$ cat config.mk
export PLATFORM = sky130hd
export DESIGN_NAME = solver_scheduler
export DESIGN_NICKNAME = d
export VERILOG_FILES = /design/src/rtl/solver_scheduler.sv
export SDC_FILE = /design/constraint.sdc
export NUM_CORES = 1
export LEC_CHECK = 0
export ABC_AREA = 1
export ABC_CLOCK_PERIOD_IN_PS = 4300
export CAP_MARGIN = 15
export CORE_AREA = 4 4 196 198
export CTS_BUF_LIST = sky130_fd_sc_hd__clkbuf_16
export CTS_CLUSTER_DIAMETER = 30
export DETAILED_ROUTE_END_ITERATION = 16
export DIE_AREA = 0 0 200 202
export MAX_ROUTING_LAYER = met4
export PLACE_DENSITY = 0.64
export REMOVE_ABC_BUFFERS = 1
export SLEW_MARGIN = 10
export SYNTH_ARGS = -nofsm -noshare
export SYNTH_HDL_FRONTEND = slang
export SYNTH_SLANG_ARGS = --single-unit
$ cat constraint.sdc
create_clock -name Clk -period 4.3 [get_ports Clk]
set_input_delay 0.43 -clock Clk [delete_from_list [all_inputs] [get_ports Clk]]
set_output_delay 0.43 -clock Clk [all_outputs]
set_load 0.01 [all_outputs]
$ cat src/rtl/solver_scheduler.sv
// Round-robin front end for a shared Solver core: grants one of enc/dec/pw jobs,
// latches operands, drives the work code for the job's latency and returns the result.
module solver_scheduler #(
  parameter int unsigned LAT_ENC = 3,
  parameter int unsigned LAT_DEC = 3,
  parameter int unsigned LAT_PW  = 2
) (
  input  logic        Clk,
  input  logic        Rst,
  input  logic        enc_req,
  input  logic [59:0] enc_data,
  output logic        enc_gnt,
  input  logic        dec_req,
  input  logic [77:0] dec_data,
  output logic        dec_gnt,
  input  logic        pw_req,
  output logic        pw_gnt,
  output logic [59:0] slv_data_1,
  output logic [77:0] slv_data_2,
  output logic [1:0]  slv_work,
  input  logic [77:0] slv_out_1,
  input  logic [59:0] slv_out_2,
  output logic        rsp_valid,
  output logic [1:0]  rsp_id,
  output logic [77:0] rsp_data,
  output logic        busy
);

  typedef enum logic [1:0] {IDLE, ISSUE, WAIT, DONE} state_t;
  typedef enum logic [1:0] {
    JOB_ENC  = 2'b00,
    JOB_DEC  = 2'b01,
    JOB_PW   = 2'b10,
    JOB_HOLD = 2'b11
  } job_t;

  state_t     state_q, state_next;
  job_t       last_q, job_q, pick;
  logic       grant;
  logic [3:0] cnt_q, lat_sel;

  always_ff @(posedge Clk) begin
    if (Rst) state_q <= IDLE;
    else     state_q <= state_next;
  end

  // Grant is decided combinationally so the pulse lands in the same cycle the
  // request is seen; DONE accepts a new job exactly like IDLE.
  always_comb begin
    pick       = JOB_ENC;
    grant      = 1'b0;
    state_next = state_q;
    enc_gnt    = 1'b0;
    dec_gnt    = 1'b0;
    pw_gnt     = 1'b0;

    case (last_q)
      JOB_ENC: begin
        if      (dec_req) pick = JOB_DEC;
        else if (pw_req)  pick = JOB_PW;
        else              pick = JOB_ENC;
      end
      JOB_DEC: begin
        if      (pw_req)  pick = JOB_PW;
        else if (enc_req) pick = JOB_ENC;
        else              pick = JOB_DEC;
      end
      default: begin
        if      (enc_req) pick = JOB_ENC;
        else if (dec_req) pick = JOB_DEC;
        else              pick = JOB_PW;
      end
    endcase

    case (state_q)
      IDLE, DONE: begin
        grant      = !Rst && (enc_req || dec_req || pw_req);
        state_next = grant ? ISSUE : IDLE;
      end
      ISSUE:   state_next = WAIT;
      WAIT:    if (cnt_q == 4'd1) state_next = DONE;
      default: state_next = IDLE;
    endcase

    enc_gnt = grant && (pick == JOB_ENC);
    dec_gnt = grant && (pick == JOB_DEC);
    pw_gnt  = grant && (pick == JOB_PW);
  end

  always_comb begin
    case (job_q)
      JOB_ENC: lat_sel = 4'(LAT_ENC);
      JOB_DEC: lat_sel = 4'(LAT_DEC);
      default: lat_sel = 4'(LAT_PW);
    endcase
  end

  always_ff @(posedge Clk) begin
    if (Rst) begin
      last_q     <= JOB_PW;
      job_q      <= JOB_ENC;
      cnt_q      <= '0;
      slv_data_1 <= '0;
      slv_data_2 <= '0;
      slv_work   <= JOB_HOLD;
      rsp_valid  <= 1'b0;
      rsp_id     <= '0;
      rsp_data   <= '0;
      busy       <= 1'b0;
    end else begin
      rsp_valid <= 1'b0;
      if (grant) begin
        last_q   <= pick;
        job_q    <= pick;
        slv_work <= pick;
        busy     <= 1'b1;
        if (pick == JOB_ENC) slv_data_1 <= enc_data;
        if (pick == JOB_DEC) slv_data_2 <= dec_data;
      end
      if (state_q == ISSUE) cnt_q <= lat_sel;
      if (state_q == WAIT) begin
        cnt_q <= cnt_q - 4'd1;
        if (cnt_q == 4'd1) begin
          rsp_valid <= 1'b1;
          rsp_id    <= job_q;
          rsp_data  <= (job_q == JOB_ENC) ? slv_out_1 : {18'b0, slv_out_2};
          busy      <= 1'b0;
          slv_work  <= JOB_HOLD;
        end
      end
    end
  end

endmodule

# After elaboration in Yosys (flattened, before gate mapping)
# Cells that the tools add are included.
[totals] n_memories=0 latch_bits=0 out_inout_bits=225 ram_bits=0 register_bits=232 inputBits=281 romBits=0 word_cells=62
[op_classes] n_mul=0 mux=22 n_reduce_logical=18 n_lt_le_gt_ge=0 eq_ne=9 add_sub_neg=1 div=0 shift=0 bitwise=1
[ops] cell="two-way mux 78 bit" n=1
[ops] cell="two-way mux 2 bit" n=9
[ops] cell="equality test 2 x 1 -> 1 bit (second input constant)" n=4
[ops] cell="logical NOT 2 bit" n=4
[ops] cell="two-way mux 1 bit" n=8
[ops] cell="two-way mux 4 bit" n=2
[ops] cell="equality test 2 bit (second input constant)" n=3
[ops] cell="case mux 2 bit (3 select lines)" n=1
[ops] cell="AND reduction 2 bit" n=3
[ops] cell="OR reduction 2 bit" n=3
[ops] cell="equality test 4 x 1 -> 1 bit (second input constant)" n=1
[ops] cell="logical AND 1 bit" n=4
[ops] cell="case mux 2 bit (2 select lines)" n=1
[ops] cell="subtractor 4 x 1 -> 4 bit (second input constant)" n=1
[ops] cell="logical OR 1 bit" n=2
[ops] cell="!= test 2 bit (second input constant)" n=1
[ops] cell="nonzero test 2 bit" n=1
[ops] cell="logical NOT 1 bit" n=1
[ops] cell="NOT 1 bit" n=1

# Longest topological paths before layout
# Gate-level depths: netlist of run 1.
[depth] depth_word=7 ltp_mapped=10 ltp_nobuf=8

# Least setup slack after synthesis of run 1
# Ideal clock, no wire load.
[synth_path] kind="in2out" startpoint="input Rst" endpoint="output pw_gnt" required_time_ns=3.870 path_stages=8 arrival_time_ns=1.372 n_path_buf=3 slack_ns=2.498 path_cell_list="inv_2 buf_2 nand3_2 inv_2 buf_2 buf_4 nand2_1 inv_1"
[synth_via] elab_chain_len=4
[synth_lines] item="from (decl)" line="9" source="input logic Rst,"
[synth_lines] item="logical NOT 1 bit" line="77" source="grant = !Rst && (enc_req || dec_req || pw_req);"
[synth_lines] item="logical AND 1 bit" line="77"
[synth_lines] item="two-way mux 1 bit" line="75" source="case (state_q)"
[synth_lines] item="logical AND 1 bit" line="87" source="pw_gnt = grant && (pick == JOB_PW);"
[synth_lines] item="to (decl)" line="17" source="output logic pw_gnt,"
# No other way between the ends.

# Worst setup path in the final report of run 1
[layout_path] startpoint="register state_q[0]" endpoint="output pw_gnt"
[layout_via] elab_chain_len=4 elab_cells_between_ends=5 cone_classes="eq/ne (1); mux (1); reduce/logical (3)"
[layout_lines] item="from (decl)" line="37" source="state_t state_q, state_next;"
[layout_lines] item="from (signal assigned)" line="44" source="else state_q <= state_next;"
[layout_lines] item="equality test 2 bit / logical NOT 2 bit (equally long branches)" line="75"
[layout_lines] item="OR reduction 2 bit *" line="75"
[layout_lines] item="two-way mux 1 bit *" line="75"
[layout_lines] item="logical AND 1 bit *" line="87"
# Every way passes the cells marked *; elsewhere a longest branch is shown, timed or not.

==> impl_metrics.csv, run 1 <==
group,metric,value,unit
synthesis,syn_inst,1260,
finish,synthToLayoutAreaGrowth,76.7,%
worst_setup_path,r2r_start,"state_q[0]$_SDFFE_PP0P_",
synthesis,synthTopCellsByArea,"dfxtp_1, nor2_1, nand3_1, nand2_1, mux2i_1",
sta,min_period_over_period,75.0,%
detailed_routing,routed_wl,36400,um
clock_network,cts_resized,0,
clock_network,cts_buffers,67,
synthesis,synthAdderAreaFrac,0.386,%
worst_setup_path,reg2reg_slack,1.56,ns
clock_network,post_cts_buffers,0,
worst_setup_path,critPathArrivalTime,2.80,ns
synthesis,synth-edff-count,0,
worst_setup_path,crit_top_cell,"inv_1",
clock_network,clk_pin_slew,0.04,ns
synthesis,ys_types,26,
detailed_routing,dr.first_iter.drc_count,472,
worst_setup_path,timing.rr.end,"slv_data_2[54]$_SDFFE_PP0P_",
finish,drive_above_1_share,7.17,%
place,placement.io_buffers,505,
worst_setup_path,crit_slowest_cell,"clkdlybuf4s50_1",
place,gp_congestion,0.846,
worst_setup_path,worst_ep_required_time,3.87,ns
power,p_leak,0.00727,uW
clock_network,cts_root_buf,"clkbuf_16",
synthesis,netlist.area_leader.share,47.5,%
floorplanning,die_width,200,um
worst_setup_path,critPathMaxStageDelay,0.57,ns
clock_network,htree_num_levels,3,
worst_hold_path,worstHoldStart,"slv_work[0]$_SDFF_PP1_",
floorplanning,io-pin-count,506,
detailed_routing,wl_per_cell,16.1,um
synthesis,yosys_warnings,0,
sta,tightestPinTransition,1.15,ns
synthesis,yosysSeqAreaShare,47.5,%
global_route,grt_max_degree,105,
floorplanning,core_area,0.0365,mm2
synthesis,yosys.area_share.simple,29.6,%
global_route,grt_usage,17.4,%
detailed_routing,drt-vias-per-instance,4.54,
place,place_ws,1.26,ns
clock_network,cts_hold_buf,0,
clock_network,cts_tree,"built",
detailed_routing,via_count,10285,
synthesis,synth_most_common_cell,"dfxtp_1",
worst_setup_path,worstSetupPathType,"reg -> out",
power,power,10400,uW
place,place_hpwl,25700,um
finish,final_util,47.1,%
worst_setup_path,start_kind,"register",
synthesis,synth_largest_area_cell,"dfxtp_1",
finish,final_area,0.0172,mm2
global_route,antenna_found_initial,0,
floorplanning,die_h,202,um
worst_setup_path,critPathMaxFanout,23,
synthesis,synth-compound-area-share,8.29,%
global_route,grt_pass1_wl,54700,um
sta,fmax,310,MHz
synthesis,ys_top_cells_by_count,"dfxtp_1, nor2_1, nand2_1",
synthesis,synthFlopType,"dfxtp_1",
sta,rsz0062_at_grt,"false",
floorplanning,die_area,0.0404,mm2
clock_network,clock-sinks,231,
synthesis,async_flop_share,0,%
place,dpl_cell_area,0.0151,mm2
detailed_routing,first_pass_iters,4,
worst_setup_path,r2r_cells,9,
worst_hold_path,holdPathStages,2,
sta,setup_viol,0,
worst_setup_path,end_kind,"output port",
sta,hold_violations,0,
detailed_routing,antenna_left,0,
power,peakVddDrop,305,uV
synthesis,synth_mux_area_share,6.18,%
global_route,first_global_vias,10241,
clock_network,clockBufferDepth,3,
sta,fin_hold_ws,0.464,ns
detailed_routing,drc,0,
worst_hold_path,worstHoldPathType,"reg -> reg",
sta,finalClockSkew,0.0144,ns
worst_setup_path,crit_chain,"inv_1 -> ha_1 -> nand3_2 -> inv_2 -> nand2_1 -> inv_1 -> clkdlybuf4s50_1",
synthesis,synth_area,0.00973,mm2
outcome,status,"completed",
worst_hold_path,whs_endpoint,"slv_work[0]$_SDFF_PP1_",
sta,slew_headroom,23.5,%
clock_network,clk_latency,0.54,ns
floorplanning,start_util,26.6,%
finish,num-nets-final,2032,
synthesis,synth_area_per_cell,7.72,um2
synthesis,ys_ff_latch,231,
flow_run,cap_violations,0,
sta,drv_slew,0,
floorplanning,num_rows,70,
synthesis,synth_top_family_by_area,"simple AND/OR/NAND/NOR gates",
sta,min_period,3.23,ns
power,power.density,606,mW/mm2
synthesis,synth-xor-area-share,0,%
sta,fin_ws,1.07,ns
global_route,grt_overflow,0,
-- how the worst max path moves through the flow --
stage / startpoint / end / slack [ns]
after global routing: state_q[0]$_SDFFE_PP0P_ / pw_gnt / 0.89
final: state_q[0]$_SDFFE_PP0P_ / pw_gnt / 1.07
after global placement: Rst / slv_data_2[36]$_SDFFE_PP0P_ / 1.38
after floorplan: Rst / slv_data_1[0]$_SDFFE_PP0P_ / -0.91
after CTS: state_q[0]$_SDFFE_PP0P_ / pw_gnt / 1.03
after detailed placement: Rst / slv_data_2[77]$_SDFFE_PP0P_ / 1.26
-- power by group --
group          leakage, uW  switching, uW  internal [uW]
combinational      0.00429           1640           1500
sequential         0.00188            228           2560
clock              0.00110           1360           3130
-- flip-flops by register name, summed over array words and instances, names as in the netlist --
| signal | flops |
|---|---|
| rsp_data | 78 |
| slv_data_2 | 78 |
| slv_data_1 | 60 |
| cnt_q | 4 |
| last_q | 2 |
| rsp_id | 2 |
| slv_work | 2 |
| state_q | 2 |
| busy | 1 |
| job_q | 1 |
| rsp_valid | 1 |
-- routing by layer --
| metal | vias to the layer above | part of all wire, % | GRT usage (%) |
|---|---|---|---|
| li1 | 5109 | - | - |
| met1 | 4677 | 39 | 19.0 |
| met2 | 412 | 49 | 28.6 |
| met3 | 87 | 8.0 | 5.18 |
| met4 | 0 | 4.1 | 8.61 |
| met5 | - | 0 | - |
-- cells by family after synthesis --
family | after synthesis
adders and majority gates | 3
DFF | 231
and+or+nand+nor | 629
muxes | 60
AOI/OAI and AO/OA | 159
buffers and inverters | 178
-- through the flow --
stage          instances  setup TNS [ns]
2_1_floorplan       1160          -63.73
3_3_place_gp        2147               0
3_5_place_dp        2147               0
4_1_cts             2266               0
5_1_grt             2266               0
6_report            2267               0
-- layout by cell type (no fill, tap or decap) --
master | synthesis | layout
clkdlybuf4s50_1 | 0 | 505
dfxtp_1 | 231 | 231
nor2_1 | 216 | 215
nand2_1 | 174 | 173
nand3_1 | 143 | 142
inv_1 | 72 | 87
o21ai_0 | 87 | 87
nand3b_1 | 78 | 78
clkbuf_16 | 0 | 70
a21oi_1 | 68 | 68
mux2i_1 | 60 | 60
clkinv_2 | 1 | 14
clkinv_1 | 0 | 13
nor2_2 | 12 | 10
buf_4 | 14 | 9
buf_12 | 0 | 5
inv_2 | 5 | 4
bufinv_16 | 0 | 4
nand3_2 | 2 | 3
nor3_1 | 3 | 3
nor2_4 | 0 | 3
ha_1 | 3 | 3
clkinv_8 | 0 | 3
inv_6 | 0 | 2
nand2_2 | 1 | 2
diode_2 | 0 | 1
a22oi_1 | 1 | 1
a221oi_1 | 1 | 1
a211oi_1 | 1 | 1
a31oi_1 | 1 | 1
-- cell type report --
type	count	area, um2
fill	3507	19300
timing repair buffer	519	5220
sequential	231	4620
multi-input combinational	851	4350
clock buffer	70	1750
tap	468	586
clock inverter	49	348
inverter	78	299
antenna	1	2.50
-- critical path, delay by kind of cell, from the launching register on --
family	cells	cell delay (ns)
and+or+nand+nor	2	0.38
buffers and inverters	4	1.06
adders and majority gates	1	0.49
DFF	1	0.32
(Power assumes the default switching activity.)
==> run 2, diff against run 1 <==
- ABC_CLOCK_PERIOD_IN_PS: 4300 -> 3000
- CORE_AREA: 4 4 196 198 -> 4 4 197 199
- DIE_AREA: 0 0 200 202 -> 0 0 201 203
- PLACE_DENSITY: 0.64 -> 0.63
- clock period: 4.3 -> 3 ns (I/O delays scaled with it)
==> impl_metrics.csv, run 2 (same netlist as run 1, synthesis figures left out) <==
group,metric,value,unit
clock_network,cts_hold_buf,0,
global_route,grt_overflow,0,
place,place_ws,0.612,ns
floorplanning,start_util,26.1,%
detailed_routing,via_count,10291,
worst_setup_path,critPathMaxFanout,11,
sta,setup_viol,0,
finish,reg_top3,"rsp_data: 78 flops, slv_data_2: 78 flops, slv_data_1: 60 flops",
detailed_routing,wl_per_cell,15.9,um
power,combPwrFrac,32.4,%
detailed_routing,antenna_left,0,
sta,drv_slew,0,
clock_network,cts_tree,"built",
sta,min_period,2.80,ns
place,dp_cells,2165,
global_route,antenna_found_initial,2,
place,placement.io_buffers,505,
power,intPower,9710,uW
power,peakVddDrop,456,uV
sta,min_period_over_period,93.2,%
detailed_routing,drt-vias-per-instance,4.54,
clock_network,post_cts_buffers,0,
clock_network,clockBufferDepth,3,
detailed_routing,first_pass_iters,5,
place,place_hpwl,25800,um
clock_network,cts_root_buf,"clkbuf_16",
finish,multi_input_area,0.00435,mm2
power,p_leak,0.00713,uW
power,power.density,833,mW/mm2
place,gp_congestion,0.837,
power,p_sw,4430,uW
flow_run,cap_violations,0,
floorplanning,core_area,0.0372,mm2
worst_setup_path,worst_ep_required_time,2.70,ns
worst_setup_path,worstSetupPathType,"reg -> out",
worst_setup_path,end_kind,"output port",
sta,rsz0062_at_grt,"false",
finish,post_layout_nonfiller_instances,2266,
floorplanning,io-pin-count,506,
detailed_routing,dr.first_iter.drc_count,547,
outcome,status,"completed",
sta,fin_ws,0.204,ns
sta,slew_headroom,48.1,%
floorplanning,num_rows,71,
sta,hold_violations,0,
finish,layout_commonest_cell,"clkdlybuf4s50_1",
worst_setup_path,start_kind,"register",
finish,seq_area,0.00462,mm2
finish,num-nets-final,2032,
global_route,first_global_vias,10115,
floorplanning,die_h,203,um
clock_network,cts_buffers,55,
sta,fmax,358,MHz
sta,fin_hold_ws,0.318,ns
clock_network,cts_resized,0,
clock_network,clk_latency,0.56,ns
finish,synthToLayoutAreaGrowth,74.5,%
power,clockPowerShare,39.3,%
global_route,grt_pass1_wl,55000,um
worst_hold_path,worstHoldPathType,"in -> reg",
global_route,grt_max_degree,126,
sta,tightestPinTransition,0.777,ns
finish,final_cell_mix,"clkdlybuf4s50_1, dfxtp_1, nor2_1, nand2_1, nand3_1",
finish,nFillCells,3613,
global_route,grt_usage,17.1,%
sta,fin_tns_setup,0,ns
floorplanning,die_area,0.0408,mm2
finish,drive_above_1_share,7.15,%
power,switching_share,31.3,%
clock_network,clock-sinks,231,
clock_network,clk_pin_slew,0.05,ns
worst_setup_path,critPathArrivalTime,2.50,ns
power,p_seq_share,28.3,%
detailed_routing,drc,0,
detailed_routing,routed_wl,36000,um
floorplanning,die_width,201,um
sta,finalClockSkew,0.0213,ns
clock_network,htree_num_levels,2,
run 2: changes by cell type in the layout (fill, tap and decap cells not counted), sizes merged:
cell	delta
inv	-7
clkinvlp	+3
buf	+12
clkbuf	-14
bufinv	+2
clkinv	-4
diode	+1
run 2: power by group through the flow:
stage / Sequential, uW / Combinational [uW] / Clock [uW]
floorplan: 4270 / 2110 / 0
global placement: 4020 / 4570 / 0
detailed placement: 4040 / 4610 / 0
CTS: 4000 / 4620 / 5710
global route: 4060 / 4990 / 5880
finish: 4000 / 4570 / 5560
run 2: layout make-up:
type                       count  area share [%]
timing repair buffer         531            31.4
sequential                   231            27.2
multi-input combinational    851            25.6
clock buffer                  56            8.26
tap                          474            3.49
clock inverter                43            2.13
inverter                      78            1.76
antenna                        2          0.0295
run 2: routing by layer:
layer,global-route usage (%),vias to the layer above,wire [um]
met5,-,-,0
met4,8.09,0,1330
met3,4.98,78,2740
met2,28.5,404,17800
met1,18.9,4715,14200
li1,-,5094,-
run 2: worst max-delay path: stages, from the launching register on:
cell and delay, ns:
dfxtp_1 0.32, inv_1 0.04, ha_1 0.47, nand3_2 0.21
inv_2 0.13, nand2_2 0.08, clkinv_2 0.10, clkdlybuf4s50_1 0.59
run 2: stage by stage:
stage	utilization [%]	instance area, um2	total power (uW)
finish	45.6	17000	14100
global route	45.6	17000	14900
floorplan	-	9240	6380
detailed placement	40.8	15200	8650
CTS	45.6	17000	14300
global placement	40.8	15200	8590
run 2: final timing paths:
| path | endpoint | from | slack, ns | depth (start not counted) |
|---|---|---|---|---|
| worst max-delay path | dec_gnt | state_q[0]$_SDFFE_PP0P_ | 0.20 | 7 |
| worst min-delay path | rsp_data[72]$_SDFFE_PP0P_ | slv_out_1[72] | 0.32 | 3 |
| worst max register to register | slv_data_1[52]$_SDFFE_PP0P_ | state_q[0]$_SDFFE_PP0P_ | 0.89 | 8 |
| worst min register to register | slv_work[0]$_SDFF_PP1_ | slv_work[0]$_SDFF_PP1_ | 0.47 | 2 |
